[src/rtl/mem_arbiter_if.sv]
// Requester, response and memory-side signals shared by mem_arbiter and its environment.
// master = requesters plus memory model, slave = the arbiter.
`ifndef WORD
`define WORD 32
`endif

interface mem_arbiter_if #(
    parameter int AW = 32,
    parameter int DW = `WORD
);
    logic          req0_valid;
    logic          req1_valid;
    logic          req0_we;
    logic          req1_we;
    logic [AW-1:0] req0_addr;
    logic [AW-1:0] req1_addr;
    logic [DW-1:0] req0_wdata;
    logic [DW-1:0] req1_wdata;
    logic          req0_ready;
    logic          req1_ready;
    logic          resp0_valid;
    logic          resp1_valid;
    logic [DW-1:0] resp_rdata;
    logic          mem_en;
    logic          mem_we;
    logic [AW-1:0] mem_addr;
    logic [DW-1:0] mem_wdata;
    logic [DW-1:0] mem_rdata;
    logic          busy;

    modport master (
        output req0_valid, req1_valid, req0_we, req1_we,
        output req0_addr, req1_addr, req0_wdata, req1_wdata,
        output mem_rdata,
        input  req0_ready, req1_ready, resp0_valid, resp1_valid, resp_rdata,
        input  mem_en, mem_we, mem_addr, mem_wdata, busy
    );

    modport slave (
        input  req0_valid, req1_valid, req0_we, req1_we,
        input  req0_addr, req1_addr, req0_wdata, req1_wdata,
        input  mem_rdata,
        output req0_ready, req1_ready, resp0_valid, resp1_valid, resp_rdata,
        output mem_en, mem_we, mem_addr, mem_wdata, busy
    );
endinterface

[src/rtl/mem_arbiter.sv]
// Round-robin arbiter sharing one single-port synchronous memory between two requesters.
// One transaction in flight: IDLE accepts, ISSUE strobes memory, RESP returns read data.
`ifndef WORD
`define WORD 32
`endif

module mem_arbiter #(
    parameter int AW = 32,
    parameter int DW = `WORD
) (
    input logic          clk,
    input logic          reset,
    mem_arbiter_if.slave bus
);
    typedef enum logic [1:0] {IDLE, ISSUE, RESP} state_t;

    state_t        state_q;
    logic          grant_q;
    logic          last_grant_q;
    logic          we_q;
    logic [AW-1:0] addr_q;
    logic [DW-1:0] wdata_q;
    logic [DW-1:0] rdata_q;

    logic win0, win1, hs0, hs1, issue, resp;

    always_comb begin
        win0 = bus.req0_valid && (!bus.req1_valid || last_grant_q);
        win1 = bus.req1_valid && (!bus.req0_valid || !last_grant_q);
    end

    // Reset gates every output combinationally so an abandoned ISSUE never writes.
    assign bus.req0_ready = (state_q == IDLE) && !reset && win0;
    assign bus.req1_ready = (state_q == IDLE) && !reset && win1;
    assign hs0 = bus.req0_valid && bus.req0_ready;
    assign hs1 = bus.req1_valid && bus.req1_ready;

    assign issue = (state_q == ISSUE) && !reset;
    assign resp  = (state_q == RESP) && !reset;

    assign bus.mem_en      = issue;
    assign bus.mem_we      = issue && we_q;
    assign bus.mem_addr    = issue ? addr_q : '0;
    assign bus.mem_wdata   = issue ? wdata_q : '0;
    assign bus.resp0_valid = resp && !grant_q;
    assign bus.resp1_valid = resp && grant_q;
    assign bus.resp_rdata  = reset ? '0 : (resp ? bus.mem_rdata : rdata_q);
    assign bus.busy        = (state_q != IDLE) && !reset;

    always_ff @(posedge clk) begin
        if (reset) begin
            state_q      <= IDLE;
            grant_q      <= 1'b0;
            last_grant_q <= 1'b1;
            we_q         <= 1'b0;
            addr_q       <= '0;
            wdata_q      <= '0;
            rdata_q      <= '0;
        end else begin
            case (state_q)
                IDLE: begin
                    if (hs0 || hs1) begin
                        grant_q      <= hs1;
                        last_grant_q <= hs1;
                        we_q         <= hs1 ? bus.req1_we    : bus.req0_we;
                        addr_q       <= hs1 ? bus.req1_addr  : bus.req0_addr;
                        wdata_q      <= hs1 ? bus.req1_wdata : bus.req0_wdata;
                        state_q      <= ISSUE;
                    end
                end
                ISSUE: state_q <= we_q ? IDLE : RESP;
                RESP: begin
                    rdata_q <= bus.mem_rdata;
                    state_q <= IDLE;
                end
                default: state_q <= IDLE;
            endcase
        end
    end
endmodule

[src/flat_wrapper.sv]
// flat-port wrapper written by rule: the top's interface ports become plain ports
module mem_arbiter_flat 
#(
    parameter int AW = 32,
    parameter int DW = `WORD
)
  (clk, reset, bus_req0_valid, bus_req1_valid, bus_req0_we, bus_req1_we, bus_req0_addr, bus_req1_addr, bus_req0_wdata, bus_req1_wdata, bus_mem_rdata, bus_req0_ready, bus_req1_ready, bus_resp0_valid, bus_resp1_valid, bus_resp_rdata, bus_mem_en, bus_mem_we, bus_mem_addr, bus_mem_wdata, bus_busy);
  mem_arbiter_if #(.AW(AW), .DW(DW)) bus_i ();
  input logic clk;
  input logic reset;
  input wire logic [$bits(bus_i.req0_valid)-1:0] bus_req0_valid;
  input wire logic [$bits(bus_i.req1_valid)-1:0] bus_req1_valid;
  input wire logic [$bits(bus_i.req0_we)-1:0] bus_req0_we;
  input wire logic [$bits(bus_i.req1_we)-1:0] bus_req1_we;
  input wire logic [$bits(bus_i.req0_addr)-1:0] bus_req0_addr;
  input wire logic [$bits(bus_i.req1_addr)-1:0] bus_req1_addr;
  input wire logic [$bits(bus_i.req0_wdata)-1:0] bus_req0_wdata;
  input wire logic [$bits(bus_i.req1_wdata)-1:0] bus_req1_wdata;
  input wire logic [$bits(bus_i.mem_rdata)-1:0] bus_mem_rdata;
  output wire logic [$bits(bus_i.req0_ready)-1:0] bus_req0_ready;
  output wire logic [$bits(bus_i.req1_ready)-1:0] bus_req1_ready;
  output wire logic [$bits(bus_i.resp0_valid)-1:0] bus_resp0_valid;
  output wire logic [$bits(bus_i.resp1_valid)-1:0] bus_resp1_valid;
  output wire logic [$bits(bus_i.resp_rdata)-1:0] bus_resp_rdata;
  output wire logic [$bits(bus_i.mem_en)-1:0] bus_mem_en;
  output wire logic [$bits(bus_i.mem_we)-1:0] bus_mem_we;
  output wire logic [$bits(bus_i.mem_addr)-1:0] bus_mem_addr;
  output wire logic [$bits(bus_i.mem_wdata)-1:0] bus_mem_wdata;
  output wire logic [$bits(bus_i.busy)-1:0] bus_busy;
  assign bus_i.req0_valid = bus_req0_valid;
  assign bus_i.req1_valid = bus_req1_valid;
  assign bus_i.req0_we = bus_req0_we;
  assign bus_i.req1_we = bus_req1_we;
  assign bus_i.req0_addr = bus_req0_addr;
  assign bus_i.req1_addr = bus_req1_addr;
  assign bus_i.req0_wdata = bus_req0_wdata;
  assign bus_i.req1_wdata = bus_req1_wdata;
  assign bus_i.mem_rdata = bus_mem_rdata;
  assign bus_req0_ready = bus_i.req0_ready;
  assign bus_req1_ready = bus_i.req1_ready;
  assign bus_resp0_valid = bus_i.resp0_valid;
  assign bus_resp1_valid = bus_i.resp1_valid;
  assign bus_resp_rdata = bus_i.resp_rdata;
  assign bus_mem_en = bus_i.mem_en;
  assign bus_mem_we = bus_i.mem_we;
  assign bus_mem_addr = bus_i.mem_addr;
  assign bus_mem_wdata = bus_i.mem_wdata;
  assign bus_busy = bus_i.busy;
  mem_arbiter #(.AW(AW), .DW(DW)) u_core (.clk(clk), .reset(reset), .bus(bus_i));
endmodule
[config.mk]
export PLATFORM = sky130hd
export DESIGN_NAME = mem_arbiter_flat
export DESIGN_NICKNAME = d
export VERILOG_FILES = /design/src/rtl/mem_arbiter_if.sv /design/src/rtl/mem_arbiter.sv /design/src/flat_wrapper.sv
export SDC_FILE = /design/constraint.sdc
export NUM_CORES = 1
export LEC_CHECK = 0
export CAP_MARGIN = 10
export CORE_MARGIN = 4
export CORE_UTILIZATION = 35
export CTS_CLUSTER_SIZE = 16
export DETAILED_ROUTE_END_ITERATION = 8
export GPL_ROUTABILITY_DRIVEN = 0
export PLACE_DENSITY = 0.73
export SETUP_SLACK_MARGIN = 0.2
export SKIP_CTS_REPAIR_TIMING = 1
export SLEW_MARGIN = 30
export SYNTH_ARGS = -nofsm -noshare
export SYNTH_HDL_FRONTEND = slang
export SYNTH_SLANG_ARGS = --single-unit
[constraint.sdc]
create_clock -name clk -period 2.5 [get_ports clk]
set_input_delay 0.625 -clock clk [delete_from_list [all_inputs] [get_ports clk]]
set_output_delay 0.625 -clock clk [all_outputs]
set_load 0.02 [all_outputs]
==> results of run 1 <==
## synthesized netlist by cell type (all sizes together)
cell / n / area [um^2]
o22ai: 1 / 6.260
a21boi: 1 / 11.26
nand2b: 2 / 12.51
o21ai: 66 / 330.3
and2: 66 / 412.9
or2: 1 / 6.260
a21bo: 1 / 10.01
a311oi: 65 / 569.3
dfxtp: 101 / 2022
or3: 1 / 11.26
nor2: 4 / 15.01
nor2b: 2 / 12.51
a211oi: 1 / 12.51
buf: 38 / 215.2
clkbuf: 41 / 153.9
nand3: 65 / 325.3
nor3b: 1 / 12.51
nor3: 2 / 21.27
a21oi: 130 / 650.6
nand2: 64 / 240.2
inv: 2 / 7.510
## metrics by stage
stage,power (mW),hold WS [ns]
global placement,2.863,0.4518
floorplan,2.341,0.4065
global route,4.328,0.4617
CTS,4.152,0.4621
finish,4.138,0.4585
detailed placement,2.868,0.4523
## worst max-delay path by stage
stage                                   startpoint  slack [ns]  cells after the start                 end
floorplan                                    reset        0.21                      4      bus_req0_ready
global placement                             reset       -0.19                      5   bus_mem_wdata[23]
detailed placement                           reset       -0.20                      5   bus_mem_wdata[23]
CTS                 u_core.state_q[1]$_SDFFE_PP0P_       -0.32                      6  bus_resp_rdata[22]
global route        u_core.state_q[1]$_SDFFE_PP0P_        0.12                      6  bus_resp_rdata[22]
finish                                       reset        0.22                      6    bus_mem_addr[25]
## power breakdown
part	internal (mW)	switching [mW]	total (mW)
clock	0.665	0.615	1.28
sequential	1.73	0.0683	1.80
combinational	0.534	0.523	1.06
## sequential cells by signal, indices dropped and copies added (netlist names)
register	count
u_core.addr_q	32
u_core.rdata_q	32
u_core.wdata_q	32
u_core.state_q	2
u_core.grant_q	1
u_core.last_grant_q	1
u_core.we_q	1
## cell families (layout without fill, tap and decap cells)
logic type	after synthesis	in the layout
AOI/OAI and AO/OA	265	265
buffers and inverters	81	341
DFF	101	101
and+or+nand+nor	208	208
## cell type report
class,count,area [um^2],share of cell area (%)
clock buffer,10,229.0,2.749
clock inverter,4,26.28,0.3155
inverter,2,7.507,0.09014
multi-input combinational,473,2699,32.41
sequential,101,2027,24.34
tap,180,225.2,2.704
timing repair buffer,325,3114,37.39
## placed cells by master (no fill, tap or decap), types with 2 or more instances in the layout
master / Yosys / final
nor2_1: 4 / 3
clkbuf_2: 0 / 58
a311oi_1: 65 / 65
o21ai_1: 19 / 19
a21oi_1: 130 / 130
buf_12: 0 / 9
buf_6: 2 / 3
nand3_1: 65 / 65
inv_1: 2 / 2
clkinv_2: 0 / 2
o21ai_0: 47 / 47
clkdlybuf4s50_1: 0 / 162
and2_1: 66 / 65
clkbuf_16: 0 / 12
nand2_1: 64 / 64
dfxtp_1: 101 / 99
buf_4: 6 / 44
dlymetal6s2s_1: 0 / 44
## per-layer routing
metal,share of wire (%),vias to the layer above,wire [um],global-route usage (%)
met3,8.5,24,1671,6.667
li1,-,2878,-,-
met4,1.5,0,297,5.743
met2,46,255,9081,33.56
met1,43,2759,8494,27.60
met5,0,-,0,0
## worst reg2reg max path, cell delays in order (launching register included)
cell	delay, ns
dfxtp_2	0.35
buf_4	0.16
nor3_4	0.35
and2_2	0.26
buf_12	0.28
a311oi_1	0.17
==> metrics.md, run 1 <==
| Metric | Value |
|---|---|
| Yosys cell types | `26` |
| CTS Buf Count | `9` |
| XOR/XNOR Fraction of Synth Area | `0%` |
| Largest net degree at the start of global routing | `68` |
| # IOs | `around 270` |
| Clk_skew | `0.006679 ns` |
| WP buf/inv | `4` |
| Arrival @ worst endpoint | `roughly 1.7 ns` |
| Synth Area in Simple Gates | `a little over a fifth` |
| Post-route setup TNS | `0 ns` |
| Fin. max-slew vios | `0` |
| Initial antenna violation count | `0` |
| Vias | `slightly below 6000` |
| Reg-to-Reg End | `u_core.addr_q[30]$_SDFFE_PP0P_` |
| Worst Reg-to-Reg Cells | `5` |
| Number of synthesized register bits | `101` |
| Die Span Y | `roughly 130 um` |
| Type of the worst min-delay path | `flip-flop to flip-flop` |
| Reg-to-Reg Start | `u_core.state_q[1]$_SDFFE_PP0P_` |
| Synthesized Nets | `821` |
| Setup violations, final | `0` |
| Crit path launch type | `input port` |
| Hold path depth | `1` |
| Worst slew pin tran | `between 0.6 and 0.7 ns` |
| Diode count | `0` |
| Fmax | `~440 MHz` |
| GRT Residual Overflow | `0` |
| Share of cells above drive strength 1 | `between 10% and 20%` |
| IO Port Bufs | `between 200 and 300` |
| Fillers | `1256` |
| Worst IR Drop VDD | `about 0.00028 V` |
| Slew HR | `between 50% and 60%` |
| Unrepaired setup endpoints after global routing | `yes` |
| CTS tree | `yes` |
| Max Fanout on Critical Path | `17` |
| Post-route insts no fill | `around 1100` |
| Hold path start | `u_core.we_q$_SDFFE_PP0P_` |
| HPWL after detailed placement | `~12000 um` |
| Area of the mapped netlist | `about 0.005 mm^2` |
| Syn Area/Cell | `between 7 and 8 um^2` |
| Compound-cell area share of the yosys netlist | `about a third` |
| LEAKAGE | `between 3 and 4 nW` |
| Largest family of logic cells by synthesized area | `compound AO/OA/AOI/OAI gates` |
| Final nets | `1078` |
| Via-to-Cell Ratio | `about 5.4` |
| Crit path max-delay family | `buffers and inverters` |
| Antenna-violating nets left | `0` |
| Pwr dens | `roughly 500 mW/mm^2` |
| DP Cell Count | `~1100` |
| First-pass GRT wire length | `roughly 28000 um` |
| Drt drc | `0` |
| Avg WL per Cell | `between 15 and 20 um` |
| Clk Latency, worst-skew pair | `around 0.35 ns` |
| Number of global-route vias before repair | `5389` |
| WHS Endpoint | `u_core.state_q[1]$_SDFFE_PP0P_` |
| Root Driver | `clkbuf_16` |
| Mux cell area share after synthesis | `0%` |
| Total Routing Usage GR | `about a fifth` |
| Final setup margin | `~0.22 ns` |
| Max stage delay on crit path | `roughly 0.23 ns` |
| Area post-placement | `around 0.0081 mm^2` |
| Synth Area in Adders | `0%` |
| Post-Synthesis Cells | `655` |
| H-Tree Depth | `3` |
| Initial drt markers | `roughly 420` |
| Routed wire length | `19540 um` |
| Post-layout util | `between 50% and 60%` |
| DIE WIDTH | `approximately 130 um` |
| Status | `finished clean` |
| CTS clk-pin slew, worst paths | `0.07 ns` |
| Total of warnings raised by yosys | `0` |
| Kind of critical path | `input port to primary output` |
| Top cell by count, worst path | `buf_4` |
| Row cnt | `43` |
| Post-place setup slack | `-0.1985 ns` |
| WP data required | `1.88 ns` |
| Sequential area share after synthesis | `between 30% and 40%` |
| Crit-path cells | `buf_4 > nor3b_4 > buf_4 > clkbuf_16 > and2_1 > dlymetal6s2s_1` |
| Fin. Hold Viols | `0` |
| TritonRoute pass-1 iters | `5` |
| CTS sink cnt | `slightly above 100` |
| Final worst path period need | `~2.3 ns` |
| Max Root-Sink Buffers | `2` |
| Period utilisation layout | `91.18%` |
| Slowest-stage cell, CP | `dlymetal6s2s_1` |
| Core Footprint | `approximately 0.014 mm^2` |
| Maxcap violations | `0` |
| Die Footprint | `roughly 0.016 mm^2` |
| Final Cell Area | `roughly 0.0083 mm^2` |
| Crit end category | `primary output` |
| Synth-to-layout area growth | `64.63%` |
| Initial Util | `36.02%` |
| Register-to-register setup slack | `0.79 ns` |
Note: power is estimated with default switching activity, not from simulation.
==> run 2, diff against run 1 <==
--- a/config.mk
+++ b/config.mk
@@ -7,11 +7,11 @@
 export LEC_CHECK = 0
 export CAP_MARGIN = 10
 export CORE_MARGIN = 4
-export CORE_UTILIZATION = 35
+export CORE_UTILIZATION = 40
 export CTS_CLUSTER_SIZE = 16
 export DETAILED_ROUTE_END_ITERATION = 8
 export GPL_ROUTABILITY_DRIVEN = 0
-export PLACE_DENSITY = 0.73
+export PLACE_DENSITY = 0.82
 export SETUP_SLACK_MARGIN = 0.2
 export SKIP_CTS_REPAIR_TIMING = 1
 export SLEW_MARGIN = 30
==> run 2 against run 1 <==
Against the previous run: sequential cell count unchanged; die area down 12%; worst setup slack worse by 0.035 ns; combinational power about the same.
==> metrics.md, run 2 (same netlist as run 1, synthesis figures left out) <==
| Metric | Value |
|---|---|
| Fin. max-slew vios | `0 (unchanged)` |
| Slew HR | `53.05% (was 55.51%)` |
| Net Sw Frac | `28.93% (was 29.14%)` |
| CP Depth | `7 (was 6)` |
| Total Routing Usage GR | `23.56% (was 21.10%)` |
| Die Span Y | `120.5 um (was 128.2 um)` |
| Setup violations, final | `0 (unchanged)` |
| WP buf/inv | `5 (was 4)` |
| Kind of critical path | `input port to primary output (unchanged)` |
| CTS Buf Count | `9 (unchanged)` |
| Crit end category | `primary output (unchanged)` |
| Register-to-register setup slack | `0.70 ns (was 0.79 ns)` |
| LEAKAGE | `3.642 nW (was 3.769 nW)` |
| Clk_skew | `0.01016 ns (was 0.006679 ns)` |
| Pwr dens | `511.7 mW/mm^2 (was 496.9 mW/mm^2)` |
| Die Footprint | `0.01451 mm^2 (was 0.01644 mm^2)` |
| DP Cell Count | `1076 (was 1075)` |
| Max stage delay on crit path | `0.18 ns (was 0.23 ns)` |
| H-Tree Depth | `3 (unchanged)` |
| GRT Residual Overflow | `0 (unchanged)` |
| Fmax | `432.1 MHz (was 438.7 MHz)` |
| Final Cell Area | `0.008424 mm^2 (was 0.008328 mm^2)` |
| CTS tree | `yes (unchanged)` |
| IO Port Bufs | `268 (unchanged)` |
| Row cnt | `40 (was 43)` |
| Regs by FF count | `u_core.addr_q x32, u_core.rdata_q x32, u_core.wdata_q x32 (unchanged)` |
| CTS sink cnt | `101 (unchanged)` |
| DIE WIDTH | `120.5 um (was 128.2 um)` |
| First-pass GRT wire length | `28030 um (was 28130 um)` |
| Register share of total power | `41.6% (was 43.5%)` |
| Final nets | `1093 (was 1078)` |
| Crit path max-delay family | `buffers and inverters (unchanged)` |
| Worst Reg-to-Reg Cells | `4 (was 5)` |
| Period utilisation layout | `92.58% (was 91.18%)` |
| CP Capture Point | `bus_mem_wdata[31] (was bus_mem_addr[25])` |
| Slowest-stage cell, CP | `buf_4 (was dlymetal6s2s_1)` |
| Total chip power | `4.311 mW (was 4.138 mW)` |
| Clock power frac | `33.7% (was 30.9%)` |
| Via-to-Cell Ratio | `5.495 (was 5.403)` |
| Post-route insts no fill | `1100 (was 1095)` |
| Post-route setup TNS | `0 ns (unchanged)` |
| # IOs | `269 (unchanged)` |
| Synth-to-layout area growth | `66.53% (was 64.63%)` |
| Crit-path cells | `buf_8 > nor3b_4 > buf_4 > buf_4 > clkbuf_16 > and2_1 > clkbuf_2 (was buf_4 > nor3b_4 > buf_4 > clkbuf_16 > and2_1 > dlymetal6s2s_1)` |
| Power share of the combinational group | `24.7% (was 25.5%)` |
| Initial antenna violation count | `0 (unchanged)` |
| Avg WL per Cell | `17.39 um (was 17.85 um)` |
| Unrepaired setup endpoints after global routing | `yes (unchanged)` |
| Top cell by count, worst path | `buf_4 (unchanged)` |
| WP data required | `1.88 ns (about the same)` |
| Internal Pwr Total | `3.064 mW (was 2.932 mW)` |
| Clk Latency, worst-skew pair | `0.34 ns (was 0.35 ns)` |
| Drt drc | `0 (unchanged)` |
| Share of cells above drive strength 1 | `19.53% (was 15.85%)` |
| Fin. Hold Viols | `0 (unchanged)` |
| Max Fanout on Critical Path | `15 (was 17)` |
| CP startpoint | `reset (unchanged)` |
| Number of global-route vias before repair | `5478 (was 5389)` |
| Maxcap violations | `0 (unchanged)` |
| Worst slew pin tran | `0.7043 ns (was 0.6674 ns)` |
| Core Footprint | `0.01221 mm^2 (was 0.01404 mm^2)` |
| Antenna-violating nets left | `0 (unchanged)` |
| Initial Util | `41.42% (was 36.02%)` |
| Highest-count cells in the layout ignoring fill and taps | `clkdlybuf4s50_1, a21oi_1, dfxtp_1 (unchanged)` |
| Most common cell after layout, fill and taps aside | `clkdlybuf4s50_1 (unchanged)` |
| Worst IR Drop VDD | `0.0004303 V (was 0.0002808 V)` |
| Vias | `6044 (was 5916)` |
| TritonRoute pass-1 iters | `5 (unchanged)` |
| Max Root-Sink Buffers | `2 (unchanged)` |
| Area post-placement | `0.008193 mm^2 (was 0.008108 mm^2)` |
| Arrival @ worst endpoint | `1.69 ns (was 1.65 ns)` |
| Largest net degree at the start of global routing | `67 (was 68)` |
| Initial drt markers | `539 (was 424)` |
| Reg-to-Reg End | `u_core.addr_q[18]$_SDFFE_PP0P_ (was u_core.addr_q[30]$_SDFFE_PP0P_)` |
| NetSw | `1.247 mW (was 1.206 mW)` |
| CTS clk-pin slew, worst paths | `0.08 ns (was 0.07 ns)` |
| HPWL after detailed placement | `12950 um (was 12270 um)` |
| Diode count | `0 (unchanged)` |
| Reg-to-Reg Start | `u_core.last_grant_q$_SDFFE_PP1P_ (was u_core.state_q[1]$_SDFFE_PP0P_)` |
| Routed wire length | `19130 um (was 19540 um)` |
| Hold slack | `0.4196 ns (was 0.4585 ns)` |
| Status | `finished clean (unchanged)` |
| Type of the worst min-delay path | `flip-flop to flip-flop (unchanged)` |
| Crit path launch type | `input port (unchanged)` |
| Root Driver | `clkbuf_16 (unchanged)` |
| Final worst path period need | `2.315 ns (was 2.280 ns)` |
[run 2: layout make-up]
cell class | instances | area (um^2)
fillers | 1062 | 3787
repair buffers | 340 | 3177
well taps | 168 | 210.2
inverters | 2 | 7.507
clock inverters | 7 | 80.08
multi-input cells | 473 | 2698
flip-flops and latches | 101 | 2027
clock buffers | 9 | 225.2
[run 2: power by group through the flow]
| stage | logic [mW] | clock network [mW] | registers, mW |
|---|---|---|---|
| after floorplan | 0.533 | 0 | 1.81 |
| after global placement | 1.05 | 0 | 1.82 |
| after detailed placement | 1.06 | 0 | 1.83 |
| after CTS | 1.06 | 1.48 | 1.79 |
| after global routing | 1.15 | 1.55 | 1.80 |
| final | 1.06 | 1.45 | 1.79 |
[run 2: how the worst min path moves through the flow]
stage          cells after the start                startpoint  slack (ns)                             end
2_1_floorplan                      1  u_core.we_q$_SDFFE_PP0P_        0.41  u_core.state_q[1]$_SDFFE_PP0P_
3_3_place_gp                       1  u_core.we_q$_SDFFE_PP0P_        0.42  u_core.state_q[1]$_SDFFE_PP0P_
3_5_place_dp                       1  u_core.we_q$_SDFFE_PP0P_        0.43  u_core.state_q[1]$_SDFFE_PP0P_
4_1_cts                            1  u_core.we_q$_SDFFE_PP0P_        0.44  u_core.state_q[1]$_SDFFE_PP0P_
5_1_grt                            1  u_core.we_q$_SDFFE_PP0P_        0.45  u_core.state_q[1]$_SDFFE_PP0P_
6_report                           1  u_core.we_q$_SDFFE_PP0P_        0.42  u_core.state_q[1]$_SDFFE_PP0P_
[run 2: metrics by stage]
step	util (%)	worst slack, ns
2_1_floorplan	-	0.2139
3_3_place_gp	67.09	-0.2374
3_5_place_dp	67.09	-0.2894
4_1_cts	69.59	-0.2996
5_1_grt	68.99	0.08355
6_report	68.99	0.1855
[run 2: per-layer routing]
layer / vias up / GRT usage [%] / wire (um)
met2: 265 / 39.43 / 9124
met5: - / 0 / 0
met1: 2829 / 28.55 / 7756
met3: 30 / 8.372 / 1808
li1: 2920 / - / -
met4: 0 / 6.728 / 440
==> run 3, diff against run 2 <==
--- a/config.mk
+++ b/config.mk
@@ -7,11 +7,13 @@
 export LEC_CHECK = 0
 export CAP_MARGIN = 10
 export CORE_MARGIN = 4
-export CORE_UTILIZATION = 40
+export CORE_UTILIZATION = 43
 export CTS_CLUSTER_SIZE = 16
 export DETAILED_ROUTE_END_ITERATION = 8
 export GPL_ROUTABILITY_DRIVEN = 0
-export PLACE_DENSITY = 0.82
+export GPL_TIMING_DRIVEN = 0
+export PLACE_DENSITY = 0.87
+export RECOVER_POWER = 25
 export SETUP_SLACK_MARGIN = 0.2
 export SKIP_CTS_REPAIR_TIMING = 1
 export SLEW_MARGIN = 30
==> constraint.sdc (replaced) <==
create_clock -name clk -period 2.95 [get_ports clk]
set_input_delay 0.7375 -clock clk [delete_from_list [all_inputs] [get_ports clk]]
set_output_delay 0.7375 -clock clk [all_outputs]
set_load 0.02 [all_outputs]
==> run 3 against run 2 <==
Against the previous run: clock skew increased by 0.00065 ns; critical path type unchanged; first-iteration DRC count fell by 12%; power shrank 17%; final cell count fell by 1.5%; clock power fell by 18%; die area down 6.5%; count of clock-buffer cells in the layout grew 4; non-clock buffer count rose by 8.
==> metrics.md, run 3 (same netlist as run 1, synthesis figures left out) <==
| Metric | Value |
|---|---|
| CTS sink cnt | `101 (unchanged)` |
| Register share of total power | `42.4% (was 41.6%)` |
| Max stage delay on crit path | `0.22 ns (was 0.18 ns)` |
| Fin. Hold Viols | `0 (unchanged)` |
| GRT Residual Overflow | `0 (unchanged)` |
| Worst IR Drop VDD | `0.0003510 V (was 0.0004303 V)` |
| Setup violations, final | `0 (unchanged)` |
| Die Footprint | `0.01356 mm^2 (was 0.01451 mm^2)` |
| Period utilisation layout | `roughly 93%` |
| Drt drc | `0 (unchanged)` |
| Total Routing Usage GR | `27.16% (was 23.56%)` |
| Largest net degree at the start of global routing | `16 (was 67)` |
| Arrival @ worst endpoint | `2.02 ns (was 1.69 ns)` |
| Via-to-Cell Ratio | `5.631 (was 5.495)` |
| Routed wire length | `19860 um (was 19130 um)` |
| Share of cells above drive strength 1 | `10.43% (was 19.53%)` |
| Worst slew pin tran | `0.6540 ns (was 0.7043 ns)` |
| H-Tree Depth | `3 (unchanged)` |
| Die Span Y | `116.5 um (was 120.5 um)` |
| Slew HR | `56.06% (was 53.05%)` |
| Slowest-stage cell, CP | `nor3b_4 (was buf_4)` |
| Vias | `6098 (was 6044)` |
| HPWL after detailed placement | `15030 um (was 12950 um)` |
| Net Sw Frac | `28.12% (was 28.93%)` |
| Fmax | `362.7 MHz` |
| Clock power frac | `33.3% (was 33.7%)` |
| Antenna-violating nets left | `0 (unchanged)` |
| Root Driver | `clkbuf_16 (unchanged)` |
| Internal Pwr Total | `2.571 mW (was 3.064 mW)` |
| Post-route setup TNS | `0 ns (unchanged)` |
| Highest-count cells in the layout ignoring fill and taps | `clkdlybuf4s50_1, a21oi_1, dfxtp_1 (unchanged)` |
| # IOs | `269 (unchanged)` |
| Kind of critical path | `input port to primary output (unchanged)` |
| Avg WL per Cell | `18.34 um (was 17.39 um)` |
| Maxcap violations | `0 (unchanged)` |
| Regs by FF count | `u_core.addr_q x32, u_core.rdata_q x32, u_core.wdata_q x32 (unchanged)` |
| DIE WIDTH | `116.5 um (was 120.5 um)` |
| Diode count | `0 (unchanged)` |
| NetSw | `1.005 mW (was 1.247 mW)` |
| CTS tree | `yes (unchanged)` |
| Synth-to-layout area growth | `63.27% (was 66.53%)` |
| Initial antenna violation count | `0 (unchanged)` |
| Fin. max-slew vios | `0 (unchanged)` |
| Initial Util | `44.11% (was 41.42%)` |
| Core Footprint | `0.01147 mm^2 (was 0.01221 mm^2)` |
| IO Port Bufs | `267 (was 268)` |
| CTS Buf Count | `9 (unchanged)` |
| TritonRoute pass-1 iters | `4 (was 5)` |
| Type of the worst min-delay path | `flip-flop to flip-flop (unchanged)` |
| Initial drt markers | `472 (was 539)` |
| Unrepaired setup endpoints after global routing | `no (was yes)` |
| WP data required | `2.21 ns (was 1.88 ns)` |
| Most common cell after layout, fill and taps aside | `clkdlybuf4s50_1 (unchanged)` |
| Crit-path cells | `buf_4 > nor3b_4 > clkbuf_1 > buf_6 > clkbuf_4 > and2_1 > clkbuf_2 (was buf_8 > nor3b_4 > buf_4 > buf_4 > clkbuf_16 > and2_1 > clkbuf_2)` |
| Final worst path period need | `roughly 2.8 ns` |
| DP Cell Count | `1065 (was 1076)` |
| Clk Latency, worst-skew pair | `0.34 ns (about the same)` |
| Crit end category | `primary output (unchanged)` |
| Power share of the combinational group | `24.3% (was 24.7%)` |
| CTS clk-pin slew, worst paths | `0.07 ns (was 0.08 ns)` |
| Row cnt | `39 (was 40)` |
| First-pass GRT wire length | `29010 um (was 28030 um)` |
| Final nets | `1101 (was 1093)` |
| Max Fanout on Critical Path | `10 (was 15)` |
| Number of global-route vias before repair | `5771 (was 5478)` |
| Max Root-Sink Buffers | `2 (unchanged)` |
| Crit path launch type | `input port (unchanged)` |
| Clk_skew | `0.01080 ns (was 0.01016 ns)` |
| Pwr dens | `433.0 mW/mm^2 (was 511.7 mW/mm^2)` |
| Post-route insts no fill | `1083 (was 1100)` |
| LEAKAGE | `4.144 nW (was 3.642 nW)` |
| Status | `finished clean (unchanged)` |
==> run 3: final cells by class <==
type | count | area (um^2)
fillers | 939 | 3208
repair buffers | 270 | 2705
multi-input cells | 473 | 2658
flip-flops and latches | 101 | 2024
plain buffers | 78 | 390.4
clock buffers | 13 | 250.2
well taps | 143 | 178.9
clock inverters | 3 | 45.04
inverters | 2 | 7.507
==> run 3: path summary, 6_finish.rpt <==
path	slack, ns	cells after the start	to	startpoint
max	0.19	7	bus_mem_wdata[29]	reset
min	0.43	1	u_core.state_q[1]$_SDFFE_PP0P_	u_core.we_q$_SDFFE_PP0P_
max reg2reg	0.49	5	u_core.wdata_q[22]$_SDFFE_PP0P_	u_core.state_q[1]$_SDFFE_PP0P_
min reg2reg	0.43	1	u_core.state_q[1]$_SDFFE_PP0P_	u_core.we_q$_SDFFE_PP0P_
==> run 3: power groups by stage <==
stage | Combinational, mW | Sequential, mW | Clock [mW]
after floorplan | 0.451 | 1.53 | 0
after global placement | 0.865 | 1.54 | 0
after detailed placement | 0.876 | 1.55 | 0
after CTS | 0.879 | 1.52 | 1.20
after global routing | 0.941 | 1.53 | 1.26
final | 0.869 | 1.52 | 1.19
==> run 3: critical path, delay by kind of cell <==
| family | cells | cell delay (ns) |
|---|---|---|
| and+or+nand+nor | 2 | 0.36 |
| buffers and inverters | 5 | 0.92 |
==> run 3: layer usage <==
layer | track usage [%] | part of all wire [%]
met4 | 9.358 | 3.3
met2 | 45.50 | 48
met3 | 9.793 | 11
met1 | 32.23 | 38
met5 | 0 | 0
==> run 3: through the flow <==
step                hold WS, ns  utilization, %  cell area [um^2]  worst slack, ns  power, mW
detailed placement       0.4247           68.98              7910          -0.6649      2.421
finish                   0.4313           72.02              8259           0.1930      3.576
global placement         0.4220           68.98              7910          -0.6889      2.405
floorplan                0.4065               -              5059           0.3591      1.984
CTS                      0.4367           71.55              8205          -0.6977      3.596
global route             0.4434           72.02              8259           0.1217      3.731
